$ cat src/rtl/alu_core_if.sv
// Operand/control/result bundle between an ALU client and alu_core.
// The master drives operands and control; the slave returns registered RESULT/Flags.
interface alu_core_if;
  logic        EN;
  logic [15:0] A;
  logic [15:0] B;
  logic [2:0]  ALUControl;
  logic        EQ;
  logic [15:0] RESULT;
  logic [4:0]  Flags;

  modport master (
    output EN, A, B, ALUControl, EQ,
    input  RESULT, Flags
  );

  modport slave (
    input  EN, A, B, ALUControl, EQ,
    output RESULT, Flags
  );
endinterface

$ cat src/rtl/alu_core.sv
// 16-bit ALU with shared adder, equality comparator and flag logic feeding
// registered RESULT and Flags {E,N,Z,C,V}; one-cycle latency, ops 110/111 are no-ops.
module alu_core (
  input  logic       clk,
  input  logic       rst_n,
  alu_core_if.slave  bus
);

  typedef enum logic [2:0] {
    OP_ADD  = 3'b000,
    OP_INC  = 3'b001,
    OP_CMP  = 3'b010,
    OP_LDST = 3'b011,
    OP_MOV  = 3'b100,
    OP_BNQ  = 3'b101,
    OP_NOP6 = 3'b110,
    OP_NOP7 = 3'b111
  } op_e;

  localparam int FLAG_E = 4;
  localparam int FLAG_N = 3;
  localparam int FLAG_Z = 2;
  localparam int FLAG_C = 1;
  localparam int FLAG_V = 0;

  op_e         op;
  logic [15:0] add_b;
  logic        add_cin;
  logic [16:0] add_sum;
  logic        add_c;
  logic        add_v;
  logic        a_eq_b;
  logic        load_en;
  logic [15:0] result_d;
  logic [15:0] result_q;
  logic [4:0]  flags_d;
  logic [4:0]  flags_q;

  assign op = op_e'(bus.ALUControl);

  // One adder serves ADD, INC and CMP; subtraction is A + ~B + 1.
  always_comb begin
    add_b   = bus.B;
    add_cin = 1'b0;
    case (op)
      OP_INC:  add_b = 16'h0001;
      OP_CMP: begin
        add_b   = ~bus.B;
        add_cin = 1'b1;
      end
      default: add_b = bus.B;
    endcase
  end

  assign add_sum = {1'b0, bus.A} + {1'b0, add_b} + {16'b0, add_cin};
  assign add_c   = add_sum[16];
  // With add_b = ~B this reduces to the subtract rule A[15]!=B[15].
  assign add_v   = (bus.A[15] == add_b[15]) && (add_sum[15] != bus.A[15]);
  assign a_eq_b  = (bus.A == bus.B);

  assign load_en = bus.EN && (op != OP_NOP6) && (op != OP_NOP7);

  always_comb begin
    result_d = result_q;
    flags_d  = flags_q;
    case (op)
      OP_ADD, OP_INC, OP_CMP: begin
        result_d         = add_sum[15:0];
        flags_d[FLAG_C]  = add_c;
        flags_d[FLAG_V]  = add_v;
      end
      OP_LDST: begin
        result_d         = bus.A;
        flags_d[FLAG_C]  = 1'b0;
        flags_d[FLAG_V]  = 1'b0;
      end
      OP_MOV: begin
        result_d         = bus.B;
        flags_d[FLAG_C]  = 1'b0;
        flags_d[FLAG_V]  = 1'b0;
      end
      OP_BNQ: begin
        result_d         = {15'b0, ~bus.EQ};
        flags_d[FLAG_C]  = 1'b0;
        flags_d[FLAG_V]  = 1'b0;
      end
      default: begin
        result_d = result_q;
        flags_d  = flags_q;
      end
    endcase
    if (op == OP_CMP) begin
      flags_d[FLAG_E] = a_eq_b;
    end
    if ((op != OP_NOP6) && (op != OP_NOP7)) begin
      flags_d[FLAG_N] = result_d[15];
      flags_d[FLAG_Z] = (result_d == 16'h0000);
    end
  end

  always_ff @(posedge clk or negedge rst_n) begin
    if (!rst_n) begin
      result_q <= 16'h0000;
      flags_q  <= 5'b00000;
    end else if (load_en) begin
      result_q <= result_d;
      flags_q  <= flags_d;
    end
  end

  assign bus.RESULT = result_q;
  assign bus.Flags  = flags_q;

endmodule

$ cat src/flat_wrapper.sv
// flat-port wrapper written by rule: the top's interface ports become plain ports
module alu_core_flat 
  (clk, rst_n, bus_EN, bus_A, bus_B, bus_ALUControl, bus_EQ, bus_RESULT, bus_Flags);
  alu_core_if bus_i ();
  input  logic clk;
  input  logic rst_n;
  input wire logic [$bits(bus_i.EN)-1:0] bus_EN;
  input wire logic [$bits(bus_i.A)-1:0] bus_A;
  input wire logic [$bits(bus_i.B)-1:0] bus_B;
  input wire logic [$bits(bus_i.ALUControl)-1:0] bus_ALUControl;
  input wire logic [$bits(bus_i.EQ)-1:0] bus_EQ;
  output wire logic [$bits(bus_i.RESULT)-1:0] bus_RESULT;
  output wire logic [$bits(bus_i.Flags)-1:0] bus_Flags;
  assign bus_i.EN = bus_EN;
  assign bus_i.A = bus_A;
  assign bus_i.B = bus_B;
  assign bus_i.ALUControl = bus_ALUControl;
  assign bus_i.EQ = bus_EQ;
  assign bus_RESULT = bus_i.RESULT;
  assign bus_Flags = bus_i.Flags;
  alu_core u_core (.clk(clk), .rst_n(rst_n), .bus(bus_i));
endmodule
$ cat config.mk
export PLATFORM = sky130hd
export DESIGN_NAME = alu_core_flat
export DESIGN_NICKNAME = d
export VERILOG_FILES = /design/src/rtl/alu_core_if.sv /design/src/rtl/alu_core.sv /design/src/flat_wrapper.sv
export SDC_FILE = /design/constraint.sdc
export NUM_CORES = 1
export LEC_CHECK = 0
export CORE_UTILIZATION = 52
export DETAILED_ROUTE_END_ITERATION = 16
export MAX_ROUTING_LAYER = met4
export PLACE_DENSITY = 0.81
export RECOVER_POWER = 50
export SYNTH_ARGS = -nofsm -noshare
export SYNTH_HDL_FRONTEND = slang
export SYNTH_SLANG_ARGS = --single-unit
$ cat constraint.sdc
create_clock -name clk -period 2.8 [get_ports clk]
set_input_delay 0.7 -clock clk [delete_from_list [all_inputs] [get_ports clk]]
set_output_delay 0.7 -clock clk [all_outputs]
set_load 0.1 [all_outputs]
==> metrics.cfg, run 1 <==
[status]
status=stopped before the end
lastStage=5_1_grt
error_line=[ERROR GRT-0116] Global routing finished with congestion. Check the congestion regions in the DRC Viewer.

[logic_synthesis]
synth_largest_area_cell=dfrtp_1
async_reset_ff_share_pct=100.0
synth_top_area_share_pct=18.78
synthSimpleGateAreaFrac_pct=21.82
synth_xor_area_share_pct=8.766
yosysSeqAreaShare_pct=18.78
synth_compound_gate_area_share_pct=35.55
synth_fp_nets=431
synth.avg_cell_area_sq_um=7.460
synthAdderAreaFrac_pct=8.140
synthCells=375
synth_top_family_by_area=compound AO/OA/AOI/OAI gates
ys_types=70
ys.flop_type=dfrtp_1
yosysWarnings=0
synth.area.top_cells=dfrtp_1 19%, a21oi_1 7.2%, ha_1 6.7%, nand2_1 6.7%, xor2_1 6.3%
synth_mux_area_share_pct=1.521
syn_area_sq_mm=0.002798
synth_seq_cells=21
synth_edf_count=0

[global_route]
overflow=2
grt_pass1_wl_um=28100
grt_max_degree=22
track_usage_pct=71.37
grt_pass1_vias=5044

[floorplan]
die_h_um=75.35
placementRows=26
start_util_pct=54.43
die_w_um=75.35
ios=60

[placement]
port_buffers=59
gp_congestion=1.022
pre_cts_ws_ns=-1.536
hpwl_um=9119

[clocking]
hold_buffers=0
cts_sinks=21
htree_levels=1
cts_made_buffers=3
clock_path_buffers=2
cts-root-buf=clkbuf_8

## stage by stage
step / TNS (ns) / std cells / instance area (sq um) / utilization [%]
floorplan: -5.070 / 375 / 3017 / -
CTS: -5.349 / 629 / 4830 / 93.96
detailed placement: -16.92 / 609 / 4383 / 85.27
global placement: -15.40 / 609 / 4383 / 85.27
## metal layers
metal	overflow	GRT usage, %
met5	-	-
met1	0	72.83
met3	1	53.57
met2	0	86.51
met4	1	63.99
## what timing repair did
action,4_1_cts
buffers inserted,17
gates cloned,0
gates resized for setup,77
pin swaps,46
endpoints found under the setup margin,19
## cell usage after synthesis (8+ instances only)
cell      number
nand3_1        8
clkbuf_1       8
xor2_1        20
nand2_1       50
o31ai_1        8
o21ai_0       33
nor2_1        30
ha_1          15
a21oi_1       40
dfrtp_1       21
inv_1          9
xnor2_1        8
nor2b_1        8
## logic make-up after synthesis
kind of cell | count (synthesis)
AOI/OAI and AO/OA | 146
and+or+nand+nor | 127
xor gates and xnor gates | 28
buffers and inverters | 32
muxes | 4
adders and majority gates | 17
DFF | 21
==> run 2, diff against run 1 <==
--- a/config.mk
+++ b/config.mk
@@ -5,10 +5,9 @@
 export SDC_FILE = /design/constraint.sdc
 export NUM_CORES = 1
 export LEC_CHECK = 0
-export CORE_UTILIZATION = 52
+export CORE_UTILIZATION = 40
 export DETAILED_ROUTE_END_ITERATION = 16
-export MAX_ROUTING_LAYER = met4
-export PLACE_DENSITY = 0.81
+export PLACE_DENSITY_LB_ADDON = 0.15
 export RECOVER_POWER = 50
 export SYNTH_ARGS = -nofsm -noshare
 export SYNTH_HDL_FRONTEND = slang
==> metrics.cfg, run 2 <==
[logic_synthesis]
synth_xor_area_share_pct=8.766
synth.avg_cell_area_sq_um=7.460
synth_fp_nets=431
synth_common_cells=50 x nand2_1, 40 x a21oi_1, 33 x o21ai_0, 30 x nor2_1, 21 x dfrtp_1
yosysWarnings=0
synthCells=375
ys.flop_type=dfrtp_1
synth.most_common_cell=nand2_1
syn_area_sq_mm=0.002798
synth_top_family_by_area=compound AO/OA/AOI/OAI gates
synth_mux_area_share_pct=1.521
synth_edf_count=0
yosysSeqAreaShare_pct=18.78
synth_seq_cells=21
async_reset_ff_share_pct=100.0
synthAdderAreaFrac_pct=8.140
synth_largest_area_cell=dfrtp_1
synth.area.top_cells=dfrtp_1 19%, a21oi_1 7.2%, ha_1 6.7%, nand2_1 6.7%, xor2_1 6.3%
ys_types=70
synth_compound_gate_area_share_pct=35.55
synthSimpleGateAreaFrac_pct=21.82
synth_top_area_share_pct=18.78

[worst_setup_path]
crit_type=in -> reg
regToRegStartpoint=u_core.bus.RESULT[1]
cp-end-kind=flop
crit_fanout=5
required_ns=2.96
ff2ff_path_depth=8
reg2reg_to=u_core.bus.Flags[2]
crit_path_start_kind=input pin
r2r_slack_ns=0.44
critPathArrivalTime_ns=3.65

[timing]
tightestPinTransition_ns=1.180
hold_ws_ns=0.4948
clock_skew_ns=0.002300
relSlewSlack_pct=21.65
timing.final.crit_period_ns=3.489
rsz0062_at_grt=yes
fin_crit_sh_pct=124.6
finalHoldViolations=0
fin_ws_ns=-0.6889
tns_ns=-5.087
slew_violations=0
fmax_mhz=286.6
setup_violations=13

[status]
violations=negative setup slack
status=finished with violations

[route]
ant_nets=0
routed_via_density=5.764
remaining_drc_errors=0
num_vias=3706
drt_pass1_iterations=5
routed_wl_um=11920
wl_per_cell_um=18.53
drtIter0Drc=196

[global_route]
track_usage_pct=32.94
grt_use_met1_pct=41.95
overflow=0
busiest_layer=met2
gr-usage-met3_pct=5.197
grt_antenna_before_repair=0
grt_pass1_wl_um=18620
grt_pass1_vias=3743
met2_usage_pct=55.78
grt_max_degree=22

[clocking]
clock_latency_ns=0.25
clkTransAtPathRegs_ns=0.07
cts_made_buffers=3
cts_tree=built
htree_levels=1
cts_sinks=21
cts-root-buf=clkbuf_8
clock_path_buffers=2

[layout]
fin_area_sq_mm=0.004831
largest_register_ffs=16
layout-drive-gt1-share_pct=40.67
final_cell_mix=139 x buf_4, 48 x nand2_1, 32 x clkdlybuf4s50_1, 29 x a21oi_1, 22 x nor2_1
nNetsFinal=620
syn_to_final_growth_pct=72.67
final_common_cell=buf_4
fin_cells=643
antenna_cells=0

[power_and_ir_drop]
ir_drop_v=0.0003082
power_w=0.002140
p_leak_nw=2.089
power_density_mw_per_mm2=443.1

[worst_hold_path]
hold_path.class=reg -> reg
worstHoldStart=u_core.bus.RESULT[0]
hold_end=u_core.bus.RESULT[0]
holdPathStages=1

[flow_run]
cap_violations=0

[floorplan]
ios=60
die_h_um=85.63
start_util_pct=41.41
die_w_um=85.63
die_area_sq_mm=0.007333
placementRows=30
core_area_sq_mm=0.006756

[placement]
dp_cells=626
dpl_cell_area_sq_mm=0.004448
gp_congestion=0.9357
hpwl_um=9669
port_buffers=59

run 2: worst max path at each step:
stage | from | to | slack, ns | cells after the start
floorplan | bus_ALUControl[1] | u_core.bus.Flags[2] | -0.95 | 17
global placement | bus_ALUControl[0] | u_core.bus.Flags[2] | -1.42 | 15
detailed placement | bus_ALUControl[0] | u_core.bus.Flags[2] | -1.46 | 15
CTS | bus_ALUControl[1] | u_core.bus.Flags[2] | -0.67 | 18
global route | bus_ALUControl[1] | u_core.bus.Flags[2] | -0.77 | 17
finish | bus_ALUControl[1] | u_core.bus.Flags[2] | -0.69 | 17
run 2: through the flow:
step / worst slack, ns / util (%)
global placement: -1.421 / 65.83
CTS: -0.6656 / 70.44
finish: -0.6889 / 71.50
floorplan: -0.9478 / -
detailed placement: -1.461 / 65.83
global route: -0.7653 / 71.50
run 2: critical path: stages:
cell       delay, ns
buf_6           0.10
xor2_2          0.17
nand2_2         0.08
nor2_2          0.05
a21oi_2         0.14
fa_2            0.23
inv_2           0.04
fa_2            0.36
a21o_4          0.25
a221oi_4        0.31
nor4_2          0.09
nor4_4          0.14
buf_4           0.17
nand3_4         0.08
a2111oi_4       0.37
nand4b_1        0.18
o41ai_2         0.21
run 2: cell type report:
| type | count | area (sq um) |
|---|---|---|
| Inverter | 11 | 41.29 |
| Timing Repair Buffer | 205 | 1592 |
| Fill cell | 566 | 1926 |
| Clock buffer | 4 | 45.04 |
| Tap cell | 80 | 100.1 |
| Multi-Input combinational cell | 322 | 2527 |
| Sequential cell | 21 | 525.5 |
run 2: what timing repair did:
item	CTS	global route
buffers inserted	10	4
setup endpoints to repair	19	15
resized for setup	63	24
hold buffers	0	0
pin swaps	40	23
run 2: power breakdown:
part	internal [W]	switching, W
clock network	0.000101	0.0000918
registers	0.000350	0.0000447
logic	0.000608	0.000945
total	0.00106	0.00108
run 2: cells by family (layout without fill, tap and decap cells):
kind of cell,Yosys count,in the layout
mux,4,4
xor+xnor,28,28
flops,21,21
buf+inv,32,220
simple gates,127,127
fa+ha+maj,17,17
compound gates,146,146
run 2: per-layer routing:
metal  wire, um  share of wire [%]  vias to the layer above
met3        772                6.5                       32
met2       5573                 47                      150
met4        476                4.0                        0
met1       5096                 43                     1744
li1           -                  -                     1780
met5          0                  0                        -
Note: power is estimated with default switching activity, not from simulation.
